==> src/rtl/ula_arbiter.sv <==
// ula_arbiter: round-robin sharing of one combinational 32-bit ULA between two requesters,
// with a tagged response buffer. Define ULA_ARB_GRANT_COUNT_EN to add per-requester grant counters.
module ula_arbiter #(
  parameter int WIDTH  = 32,
  parameter int CTRL_W = 3,
  parameter int CNT_W  = 16
) (
  input  logic              clk,
  input  logic              rst,
  input  logic [1:0]        req_valid,
  output logic [1:0]        req_ready,
  input  logic [WIDTH-1:0]  req0_a,
  input  logic [WIDTH-1:0]  req0_b,
  input  logic [CTRL_W-1:0] req0_ctrl,
  input  logic [WIDTH-1:0]  req1_a,
  input  logic [WIDTH-1:0]  req1_b,
  input  logic [CTRL_W-1:0] req1_ctrl,
  output logic [WIDTH-1:0]  ula_a,
  output logic [WIDTH-1:0]  ula_b,
  output logic [CTRL_W-1:0] ula_ctrl,
  input  logic [WIDTH-1:0]  ula_result,
  input  logic              ula_zero,
  output logic [1:0]        resp_valid,
  input  logic [1:0]        resp_ready,
  output logic [WIDTH-1:0]  resp_data,
  output logic              resp_zero,
`ifdef ULA_ARB_GRANT_COUNT_EN
  input  logic              cnt_clear,
  output logic [CNT_W-1:0]  grant_cnt0,
  output logic [CNT_W-1:0]  grant_cnt1,
`endif
  output logic [1:0]        state_dbg,
  output logic              busy
);

  // Handshakes: a request transfers in the cycle where req_valid[i] && req_ready[i];
  // a response transfers in the cycle where resp_valid[i] && resp_ready[i].
  typedef enum logic [1:0] {
    IDLE = 2'd0,
    EXEC = 2'd1,
    RESP = 2'd2
  } state_t;

  state_t state, state_next;
  logic   ptr;
  logic   id;
  logic   win_id;
  logic   hs;
  logic   resp_take;

  always_comb begin
    win_id = ptr;
    if (!req_valid[ptr]) win_id = ~ptr;
    hs = (state == IDLE) && (req_valid != 2'b00);
    req_ready = 2'b00;
    if (hs) req_ready[win_id] = 1'b1;
    resp_valid = 2'b00;
    if (state == RESP) resp_valid[id] = 1'b1;
    resp_take = (state == RESP) && resp_ready[id];
    state_next = state;
    case (state)
      IDLE:    if (hs) state_next = EXEC;
      EXEC:    state_next = RESP;
      RESP:    if (resp_take) state_next = IDLE;
      default: state_next = IDLE;
    endcase
  end

  // The ula_* outputs double as the operand latches, so they hold their value outside EXEC.
  always_ff @(posedge clk) begin
    if (rst) begin
      state     <= IDLE;
      ptr       <= 1'b0;
      id        <= 1'b0;
      ula_a     <= '0;
      ula_b     <= '0;
      ula_ctrl  <= '0;
      resp_data <= '0;
      resp_zero <= 1'b0;
    end else begin
      state <= state_next;
      if (hs) begin
        id <= win_id;
        if (win_id) begin
          ula_a    <= req1_a;
          ula_b    <= req1_b;
          ula_ctrl <= req1_ctrl;
        end else begin
          ula_a    <= req0_a;
          ula_b    <= req0_b;
          ula_ctrl <= req0_ctrl;
        end
      end
      if (state == EXEC) begin
        resp_data <= ula_result;
        resp_zero <= ula_zero;
      end
      if (resp_take) ptr <= ~id;
    end
  end

  assign busy      = (state != IDLE);
  assign state_dbg = state;

`ifdef ULA_ARB_GRANT_COUNT_EN
  // Clear has priority over an increment in the same cycle.
  always_ff @(posedge clk) begin
    if (rst || cnt_clear) begin
      grant_cnt0 <= '0;
      grant_cnt1 <= '0;
    end else if (hs) begin
      if (win_id) grant_cnt1 <= grant_cnt1 + 1'b1;
      else        grant_cnt0 <= grant_cnt0 + 1'b1;
    end
  end
`else
  logic [CNT_W-1:0] unused_cnt;
  assign unused_cnt = '0;
`endif

endmodule
==> config.mk <==
export PLATFORM = sky130hd
export DESIGN_NAME = ula_arbiter
export DESIGN_NICKNAME = d
export VERILOG_FILES = /design/src/rtl/ula_arbiter.sv
export SDC_FILE = /design/constraint.sdc
export NUM_CORES = 1
export LEC_CHECK = 0
export ABC_AREA = 1
export CORE_MARGIN = 5
export CORE_UTILIZATION = 39
export CTS_BUF_LIST = sky130_fd_sc_hd__clkbuf_16
export CTS_CLUSTER_DIAMETER = 150
export DETAILED_ROUTE_END_ITERATION = 6
export DONT_BUFFER_PORTS = 1
export HOLD_SLACK_MARGIN = 0.05
export MAX_ROUTING_LAYER = met4
export PLACE_DENSITY_LB_ADDON = 0.3
export SLEW_MARGIN = 20
export SYNTH_ARGS = -nofsm -noshare
export SYNTH_HDL_FRONTEND = slang
export SYNTH_SLANG_ARGS = --single-unit
==> constraint.sdc <==
create_clock -name clk -period 3.1 [get_ports clk]
set_input_delay 0.62 -clock clk [delete_from_list [all_inputs] [get_ports clk]]
set_output_delay 0.62 -clock clk [all_outputs]
set_load 0.005 [all_outputs]
==> key figures, run 1 <==
Status
  • Status: complete, no violations

Global routing
  • GR Overflow Total: 0
  • Antenna violations before repair: 0
  • Largest net degree at the start of global routing: 105
  • Global-route wire length before repair: 23400 um
  • Vias in the first global route: roughly 4400
  • GRT Total Usage: 20.7%

Worst hold path
  • Worst Hold End: ula_a[1]
  • Worst Hold Depth: 1
  • Tightest Hold Check Type: input port to flip-flop
  • Min-delay src: rst

Setup path
  • R2r setup slk: 1.24 ns
  • Crit path largest cell delay: 0.46 ns
  • CP required: 2.48 ns
  • R2R Path Start: state_dbg[0]
  • Type of origin of the critical path: flip-flop
  • CP arrival: 1.55 ns
  • Crit path kind: flip-flop to primary output
  • CP endpoint kind: primary output
  • Max FO, Critical Path: 45
  • Critical Path Slowest Stage Cell: dfxtp_1
  • Reg2reg end: ula_b[15]
  • Depth of the worst register-to-register path: 5
  • Critical path, cell by cell: nor2_2, o21ai_4, buf_4, nor2_1

STA
  • Sum Neg Setup Slack: 0 ns
  • Min setup slack post-route: 0.932 ns
  • Worst-Margin Slew: 0.933 ns
  • Fmax: 461 MHz
  • Hold Violations, Final: 0
  • Slew Limit Fails: 0
  • Relative slew slack: a little under two fifths
  • Clock skew: between 0.006 and 0.007 ns
  • RSZ-0062 raised after global routing: false
  • Tmin final: 2.17 ns
  • Fin crit share: 69.9%
  • Hold Slack: 0.341 ns
  • Final Setup Violations: 0

Yosys
  • Number of synthesized flops with an enable pin: 0
  • Synth area leader: dfxtp_1
  • Cells after synthesis: 699
  • Yosys warns: 0
  • Register area share after synthesis: 43.5%
  • Yosys cell types: 18
  • FF+latch count, synth: 104
  • Synth top area share: 43.5%
  • Syn Std Cell Area: roughly 4800 um^2
  • Syn Area/Cell: 6.85 um^2
  • Async set-reset flop share out of synthesis: 0%
  • Ys flop type: dfxtp_1
  • Post-synthesis net count: 872
  • Synth area leaders: dfxtp_1, nand2_1, nand3_1
  • Most frequent cells after synthesis: nand2_1, nand3_1, dfxtp_1
  • Dominant cell by count in the synthesized netlist: nand2_1

Clock tree
  • Skew-Pair Late Insertion Delay: 0.35 ns
  • Post-CTS Setup Bufs: 0
  • Post_cts resized: 0
  • CTS buffer count: 9
  • TritonCTS clock tree: built
  • CTS Sinks: 104
  • Root Driver: clkbuf_16
  • Hold-fix buffers, CTS: 0
  • H-tree levels: 3
  • Max Root-Sink Buffers: 2
  • Worst-path clk slew: 0.07 ns

Route
  • Wire per inst: around 19 um
  • DRT iter0 DRCs: 276
  • DR top layer: met4
  • Post-detailed-route DRC marker count: 0
  • DR WL met3: 1670 um
  • Met2 WL: 7120 um
  • Met1 Wirelength: around 6000 um
  • DR vias: 4508
  • Post-DRT Antenna Nets: 0
  • DRT Wirelength: 15200 um
  • Via density: 5.55
  • TritonRoute pass-1 iters: 5

Pwr
  • PwrDens: 636 nW/um^2
  • Tot Pwr: 3210 uW
  • Reg power frac: 48.7%
  • Worst vdd ir: 294 uV
  • Psw: 902 uW
  • Static Leak: approximately 0.0021 uW
  • Switching Share: 28.1%
  • P_int: around 2300 uW
  • Clock share of power: between 30% and 40%
  • Combinational share of power: approximately 14%

Cells and area
  • Nets: 834
  • Final Core Density: roughly two fifths
  • Inserted Diodes: 0
  • Syn-to-layout area delta: 5.33%
  • Layout cells sized above 1: 6.77%

Floorplanning
  • Ports: 280
  • Row Count: 40
  • Initial Util: 39.9%
  • Die width: around 120 um
  • Die height: 121 um
  • CORE AREA: 12000 um^2
  • DIE AREA: 14600 um^2

Placement
  • Dpl ws: 1.07 ns
  • Buffers on Ports: 0
  • HPWL after DPL: between 10000 and 15000 um
  • Gpl congestion: about 0.85

Run
  • Max Cap Viol: 0
[layout make-up]
| class | count | area (um^2) |
|---|---|---|
| timing repair buffer | 11 | 82.6 |
| clock buffer | 9 | 225 |
| clock inverter | 6 | 86.3 |
| tap | 147 | 184 |
| multi-input combinational | 526 | 2350 |
| sequential | 104 | 2080 |
| fill | 1267 | 6970 |
| inverter | 9 | 35.0 |
[state kept, by name (all words and copies together) (netlist names)]
signal	flops
resp_data	32
ula_a	32
ula_b	32
ula_ctrl	3
state_dbg	2
id	1
ptr	1
resp_zero	1
[layer usage]
metal / global-route usage (%) / vias up
met2: 32.7 / 233
met3: 8.23 / 30
li1: - / 2206
met5: - / -
met1: 24.0 / 2039
met4: 7.44 / 0
[stage by stage]
stage / instances / cell area, um^2
4_1_cts: 812 / 5040
6_report: 812 / 5040
2_1_floorplan: 699 / 4790
3_3_place_gp: 797 / 4730
3_5_place_dp: 797 / 4730
5_1_grt: 812 / 5040
[power groups by stage]
stage	sequential, uW	clock, uW	combinational (uW)
CTS	1560	1220	452
finish	1560	1200	448
floorplan	1550	0	404
global route	1580	1290	521
detailed placement	1590	0	451
global placement	1590	0	436
[how the worst max path moves through the flow]
stage | end | start | slack, ns | cells after the start
floorplan | req_ready[1] | req_valid[0] | 1.30 | 3
finish | req_ready[0] | state_dbg[0] | 0.93 | 4
CTS | req_ready[0] | state_dbg[0] | 0.93 | 4
detailed placement | ula_b[5] | req_valid[1] | 1.07 | 6
global placement | ula_b[30] | req_valid[1] | 1.12 | 6
global route | req_ready[0] | state_dbg[0] | 0.84 | 4
[logic make-up after synthesis]
family,Yosys count,synth area share [%]
flops,104,43.5
buf+inv,69,7.47
compound gates,104,11.1
simple gates,422,37.9
[worst max-delay path: cells and delay by family (launching register included)]
kind            cells  cell delay [ns]
compound gates      1             0.08
buf+inv             1             0.42
flops               1             0.46
simple gates        2             0.23
[layout by cell type (no fill, tap or decap)]
cell        netlist  routed
dfxtp_1         104     104
nand3_2          10      10
clkinvlp_4        0       3
bufinv_16         0       2
buf_4            10      11
inv_2             4       3
clkbuf_16         0       9
nand2_2           4       4
nor3_1            1       1
a21oi_1         103     103
nor2_1            6       6
nand3_1         125     125
nor2_2            1       1
clkinv_2          0       1
nand2_1         275     275
inv_1             5       6
o21ai_4           1       1
(Power assumes the default switching activity.)
==> run 2: changes to the inputs <==
==> constraint.sdc (replaced) <==
create_clock -name clk -period 1.8 [get_ports clk]
set_input_delay 0.36 -clock clk [delete_from_list [all_inputs] [get_ports clk]]
set_output_delay 0.36 -clock clk [all_outputs]
set_load 0.005 [all_outputs]
==> run 2 against run 1 <==
  * Power is 65% higher
  * Critical path depth down 1
  * Combinational power grew 83%
  * Register-to-register slack lost 1.0 ns
  * Clock power is 50% higher
  * Die area unchanged
  * Sequential cell count stayed put
  * Wire length rose by 1.3%
==> key figures, run 2 (synthesis results as in run 1) <==
Clock tree
  • Skew-Pair Late Insertion Delay: 0.34 ns (was 0.35 ns)
  • Post-CTS Setup Bufs: 0 (unchanged)
  • Worst-path clk slew: 0.07 ns (about the same)
  • TritonCTS clock tree: built (unchanged)
  • CTS buffer count: 9 (unchanged)
  • Root Driver: clkbuf_16 (unchanged)
  • CTS Sinks: 104 (unchanged)
  • Max Root-Sink Buffers: 2 (unchanged)
  • H-tree levels: 3 (unchanged)

Status
  • Status: complete, no violations (unchanged)

Pwr
  • Static Leak: 0.00214 uW (was 0.00211 uW)
  • Worst vdd ir: 370 uV (was 294 uV)
  • PwrDens: 1040 nW/um^2 (was 636 nW/um^2)

Cells and area
  • Final Non-Filler Cells: 816 (was 812)
  • Syn-to-layout area delta: 6.58% (was 5.33%)
  • Largest regs: resp_data: 32 flops, ula_a: 32 flops, ula_b: 32 flops (unchanged)
  • Nets: 837 (was 834)
  • Layout cells sized above 1: 7.32% (was 6.77%)
  • Commonest cells after routing, fill and taps aside: nand2_1, nand3_1, dfxtp_1, a21oi_1 (was nand2_1, nand3_1, dfxtp_1, a21oi_1, buf_4)
  • Inserted Diodes: 0 (unchanged)
  • Most common cell after layout, fill and taps aside: nand2_1 (unchanged)

Worst hold path
  • Worst Hold Depth: 1 (unchanged)
  • Tightest Hold Check Type: input port to flip-flop (unchanged)
  • Worst Hold End: ula_a[5] (was ula_a[1])
  • Min-delay src: rst (unchanged)

Floorplanning
  • Die width: 121 um (unchanged)
  • Die height: 121 um (unchanged)
  • Row Count: 40 (unchanged)
  • Initial Util: 39.9% (unchanged)
  • CORE AREA: 12000 um^2 (unchanged)
  • DIE AREA: 14600 um^2 (unchanged)
  • Ports: 280 (unchanged)

STA
  • Min setup slack post-route: 0.0742 ns (was 0.932 ns)
  • Relative slew slack: 64.2% (was 37.8%)
  • RSZ-0062 raised after global routing: false (unchanged)
  • Final Setup Violations: 0 (unchanged)
  • Slew Limit Fails: 0 (unchanged)
  • Fin crit share: 95.9%
  • Tmin final: 1.73 ns
  • Sum Neg Setup Slack: 0 ns (unchanged)
  • Fmax: 579 MHz
  • Hold Slack: 0.0878 ns (was 0.341 ns)
  • Clock skew: 0.00812 ns (was 0.00671 ns)
  • Worst-Margin Slew: 0.536 ns (was 0.933 ns)
  • Hold Violations, Final: 0 (unchanged)

Route
  • Post-detailed-route DRC marker count: 0 (unchanged)
  • TritonRoute pass-1 iters: 6 (was 5)
  • DRT Wirelength: 15400 um (was 15200 um)
  • DR vias: 4584 (was 4508)
  • Wire per inst: 18.8 um (was 18.7 um)
  • Post-DRT Antenna Nets: 0 (unchanged)
  • DRT iter0 DRCs: 260 (was 276)
  • Via density: 5.62 (was 5.55)

Setup path
  • Kind of cell adding the most delay to the critical path: simple AND/OR/NAND/NOR gates (was flip-flops)
  • Max FO, Critical Path: 6 (was 45)
  • Critical path, cell by cell: nor2_2, o21ai_4, nor2_1 (was nor2_2, o21ai_4, buf_4, nor2_1)
  • Worst Path Buf+Inv: 0 (was 1)
  • Type of origin of the critical path: flip-flop (unchanged)
  • R2R Path Start: state_dbg[0] (unchanged)
  • Depth of the worst register-to-register path: 6 (was 5)
  • CP endpoint kind: primary output (unchanged)
  • R2r setup slk: 0.21 ns (was 1.24 ns)
  • Critical Path Slowest Stage Cell: dfxtp_1 (unchanged)
  • CP arrival: 1.37 ns (was 1.55 ns)
  • Crit path kind: flip-flop to primary output (unchanged)
  • Reg2reg end: ula_a[25] (was ula_b[15])
  • Crit path largest cell delay: 0.40 ns (was 0.46 ns)
  • CP required: 1.44 ns (was 2.48 ns)

Global routing
  • Global-route wire length before repair: 22800 um (was 23400 um)
  • Vias in the first global route: 4348 (was 4370)
  • GR Overflow Total: 0 (unchanged)
  • Antenna violations before repair: 0 (unchanged)
  • GRT Total Usage: 20.2% (was 20.7%)
  • Largest net degree at the start of global routing: 105 (unchanged)

Run
  • Max Cap Viol: 0 (unchanged)

Placement
  • Buffers on Ports: 0 (unchanged)
  • HPWL after DPL: 10900 um (was 11000 um)
  • Cells after DPL: 799 (was 797)
  • Dpl ws: 0.135 ns (was 1.07 ns)
  • Gpl congestion: 0.829 (was 0.850)
## run 2: how the worst max path moves through the flow
stage                 startpoint            end  cells after the start
floorplan                    ptr   req_ready[1]                      4
global placement    state_dbg[0]      ula_b[26]                      6
detailed placement  state_dbg[0]  resp_data[17]                      4
CTS                          ptr   req_ready[1]                      4
global route                 ptr   req_ready[1]                      4
finish              state_dbg[0]   req_ready[0]                      3
## run 2: what timing repair did
item,in CTS,in global routing
endpoints found under the setup margin,0,17
hold buffers,0,0
resized for setup,0,2
## run 2: per-stage QoR
stage | utilization (%) | cell area (um^2) | total power, uW
2_1_floorplan | - | 4790 | 3370
3_3_place_gp | 39.9 | 4800 | 3520
3_5_place_dp | 39.9 | 4800 | 3550
4_1_cts | 42.2 | 5070 | 5370
5_1_grt | 42.5 | 5100 | 5630
6_report | 42.5 | 5100 | 5300
## run 2: final cells by class
cell class | count | area (um^2)
clock buffer | 9 | 225
timing repair buffer | 14 | 173
sequential | 104 | 2080
inverter | 9 | 37.5
tap | 147 | 184
fill | 1261 | 6910
clock inverter | 7 | 48.8
multi-input combinational | 526 | 2350
## run 2: metal layers
layer  wire length, um  GRT usage (%)  up-vias  part of all wire [%]
met4               484           8.99        0                   3.1
met3              1580           6.36       39                    10
li1                  -              -     2219                     -
met5                 0              -        -                     0
met2              7590           33.7      266                    49
met1              5730           22.2     2060                    37
## run 2: report_power, final
part | leakage (uW) | switching [uW] | internal [uW]
registers | 0.000854 | 184 | 2500
clock network | 0.000131 | 861 | 938
logic | 0.00115 | 529 | 288
==> run 3: changes to the inputs <==
--- a/config.mk
+++ b/config.mk
@@ -6,13 +6,13 @@
 export NUM_CORES = 1
 export LEC_CHECK = 0
 export ABC_AREA = 1
-export CORE_MARGIN = 5
-export CORE_UTILIZATION = 39
+export CAP_MARGIN = 20
+export CORE_AREA = 5 5 107 109
 export CTS_BUF_LIST = sky130_fd_sc_hd__clkbuf_16
 export CTS_CLUSTER_DIAMETER = 150
 export DETAILED_ROUTE_END_ITERATION = 6
+export DIE_AREA = 0 0 112 114
 export DONT_BUFFER_PORTS = 1
-export HOLD_SLACK_MARGIN = 0.05
 export MAX_ROUTING_LAYER = met4
 export PLACE_DENSITY_LB_ADDON = 0.3
 export SLEW_MARGIN = 20
==> run 3 against run 2 <==
  * Hold slack improved by 0.014 ns
  * Fmax grew 3.1%
  * Die area shrank 13%
  * Core utilization up 6.1 points
  * Sequential share of layout area hardly changed
  * Clock power grew 8%
  * Design area rose by 0.12%
  * Global-route usage increased by 2.5 points
  * Critical path type unchanged
  * Largest cell class unchanged
  * Highest routed layer unchanged
==> key figures, run 3 (synthesis results as in run 1) <==
Status
  • Status: complete, no violations (unchanged)

Global routing
  • GR Overflow Total: 0 (unchanged)
  • Antenna violations before repair: 0 (unchanged)
  • Vias in the first global route: 4376 (was 4348)
  • GRT Total Usage: 22.7% (was 20.2%)
  • Largest net degree at the start of global routing: 105 (unchanged)
  • Global-route wire length before repair: 22700 um (was 22800 um)

Pwr
  • Tot Pwr: 5440 uW (was 5300 uW)
  • PwrDens: 1070 nW/um^2 (was 1040 nW/um^2)
  • Worst vdd ir: 493 uV (was 370 uV)
  • Static Leak: 0.00216 uW (was 0.00214 uW)

Setup path
  • Critical Path Slowest Stage Cell: dfxtp_1 (unchanged)
  • Crit path kind: flip-flop to primary output (unchanged)
  • Type of origin of the critical path: flip-flop (unchanged)
  • Kind of cell adding the most delay to the critical path: flip-flops (was simple AND/OR/NAND/NOR gates)
  • Max FO, Critical Path: 34 (was 6)
  • CP endpoint kind: primary output (unchanged)
  • Worst Path Buf+Inv: 2 (was 0)
  • CP required: 1.44 ns (about the same)
  • CP arrival: 1.31 ns (was 1.37 ns)
  • Crit path largest cell delay: 0.43 ns (was 0.40 ns)
  • Critical path, cell by cell: inv_2, nand2_2, buf_12, a21oi_1 (was nor2_2, o21ai_4, nor2_1)

Clock tree
  • Skew-Pair Late Insertion Delay: 0.34 ns (about the same)
  • Root Driver: clkbuf_16 (unchanged)
  • CTS buffer count: 9 (unchanged)
  • Max Root-Sink Buffers: 2 (unchanged)
  • Hold-fix buffers, CTS: 0 (unchanged)
  • TritonCTS clock tree: built (unchanged)
  • CTS Sinks: 104 (unchanged)
  • H-tree levels: 3 (unchanged)
  • Worst-path clk slew: 0.07 ns (about the same)

Floorplanning
  • Ports: 280 (unchanged)
  • Die width: 112 um (was 121 um)
  • Die height: 114 um (was 121 um)
  • Initial Util: 45.6% (was 39.9%)
  • DIE AREA: 12800 um^2 (was 14600 um^2)
  • CORE AREA: 10500 um^2 (was 12000 um^2)
  • Row Count: 38 (was 40)

Placement
  • Buffers on Ports: 0 (unchanged)
  • Dpl ws: 0.266 ns (was 0.135 ns)
  • HPWL after DPL: 10200 um (was 10900 um)
  • Gpl congestion: 0.939 (was 0.829)

Route
  • Post-detailed-route DRC marker count: 0 (unchanged)
  • DRT Wirelength: 14700 um (was 15400 um)
  • DR vias: 4555 (was 4584)
  • Wire per inst: 18.2 um (was 18.8 um)
  • DRT iter0 DRCs: 311 (was 260)
  • Via density: 5.63 (was 5.62)
  • Post-DRT Antenna Nets: 0 (unchanged)
  • TritonRoute pass-1 iters: 4 (was 6)

STA
  • Tmin final: 1.67 ns (was 1.73 ns)
  • Min setup slack post-route: 0.126 ns (was 0.0742 ns)
  • Fmax: 597 MHz (was 579 MHz)
  • Sum Neg Setup Slack: 0 ns (unchanged)
  • Worst-Margin Slew: 0.497 ns (was 0.536 ns)
  • Relative slew slack: 66.8% (was 64.2%)
  • Fin crit share: 93.0% (was 95.9%)
  • Final Setup Violations: 0 (unchanged)
  • RSZ-0062 raised after global routing: false (unchanged)
  • Hold Violations, Final: 0 (unchanged)
  • Slew Limit Fails: 0 (unchanged)
  • Clock skew: 0.00914 ns (was 0.00812 ns)
  • Hold Slack: 0.102 ns (was 0.0878 ns)

Cells and area
  • Commonest cells after routing, fill and taps aside: nand2_1, nand3_1, dfxtp_1, a21oi_1, nand3_2 (was nand2_1, nand3_1, dfxtp_1, a21oi_1)
  • Syn-to-layout area delta: 6.72% (was 6.58%)
  • Inserted Diodes: 0 (unchanged)
  • Largest regs: resp_data: 32 flops, ula_a: 32 flops, ula_b: 32 flops (unchanged)
  • Most common cell after layout, fill and taps aside: nand2_1 (unchanged)
  • Layout cells sized above 1: 7.32% (unchanged)
  • Nets: 837 (unchanged)

Run
  • Max Cap Viol: 0 (unchanged)

Worst hold path
  • Tightest Hold Check Type: input port to flip-flop (unchanged)
[run 3: final cells by class]
class / count / area (um^2)
Tap cell: 140 / 175
Multi-Input combinational cell: 526 / 2350
Fill cell: 1087 / 5400
Sequential cell: 104 / 2080
Clock buffer: 9 / 225
Inverter: 9 / 33.8
Clock inverter: 7 / 71.3
Timing Repair Buffer: 14 / 171
[run 3: report_power, final]
part           total (uW)  switching, uW  internal [uW]
registers            2690            184           2500
clock network        1940            857           1080
logic                 817            524            293
[run 3: timing repair]
item,4_1_cts,5_1_grt
setup endpoints to repair,1,1
gates resized for setup,0,2
setup buffers,0,0
cloned,1,0
[run 3: per-layer routing]
layer	global-route usage (%)	part of all wire [%]	vias up
met4	8.57	2.1	0
met3	8.01	12	24
met2	36.4	48	247
li1	-	-	2213
met5	-	0	-
met1	26.3	38	2071
[run 3: path summary, 6_finish.rpt]
path	startpoint	slack, ns	endpoint	cells after the start
worst max-delay path	ptr	0.13	req_ready[1]	4
worst min register to register	ula_b[31]	0.49	ula_b[31]	2
worst min-delay path	rst	0.10	ula_a[8]	1
worst max register to register	state_dbg[0]	0.25	ula_b[11]	6
[run 3: per-stage QoR]
stage / utilization (%) / area (um^2) / cells
6_report: 48.6 / 5110 / 809
5_1_grt: 48.6 / 5110 / 809
4_1_cts: 48.6 / 5100 / 809
3_5_place_dp: 45.4 / 4770 / 792
3_3_place_gp: 45.4 / 4770 / 792
2_1_floorplan: - / 4790 / 699
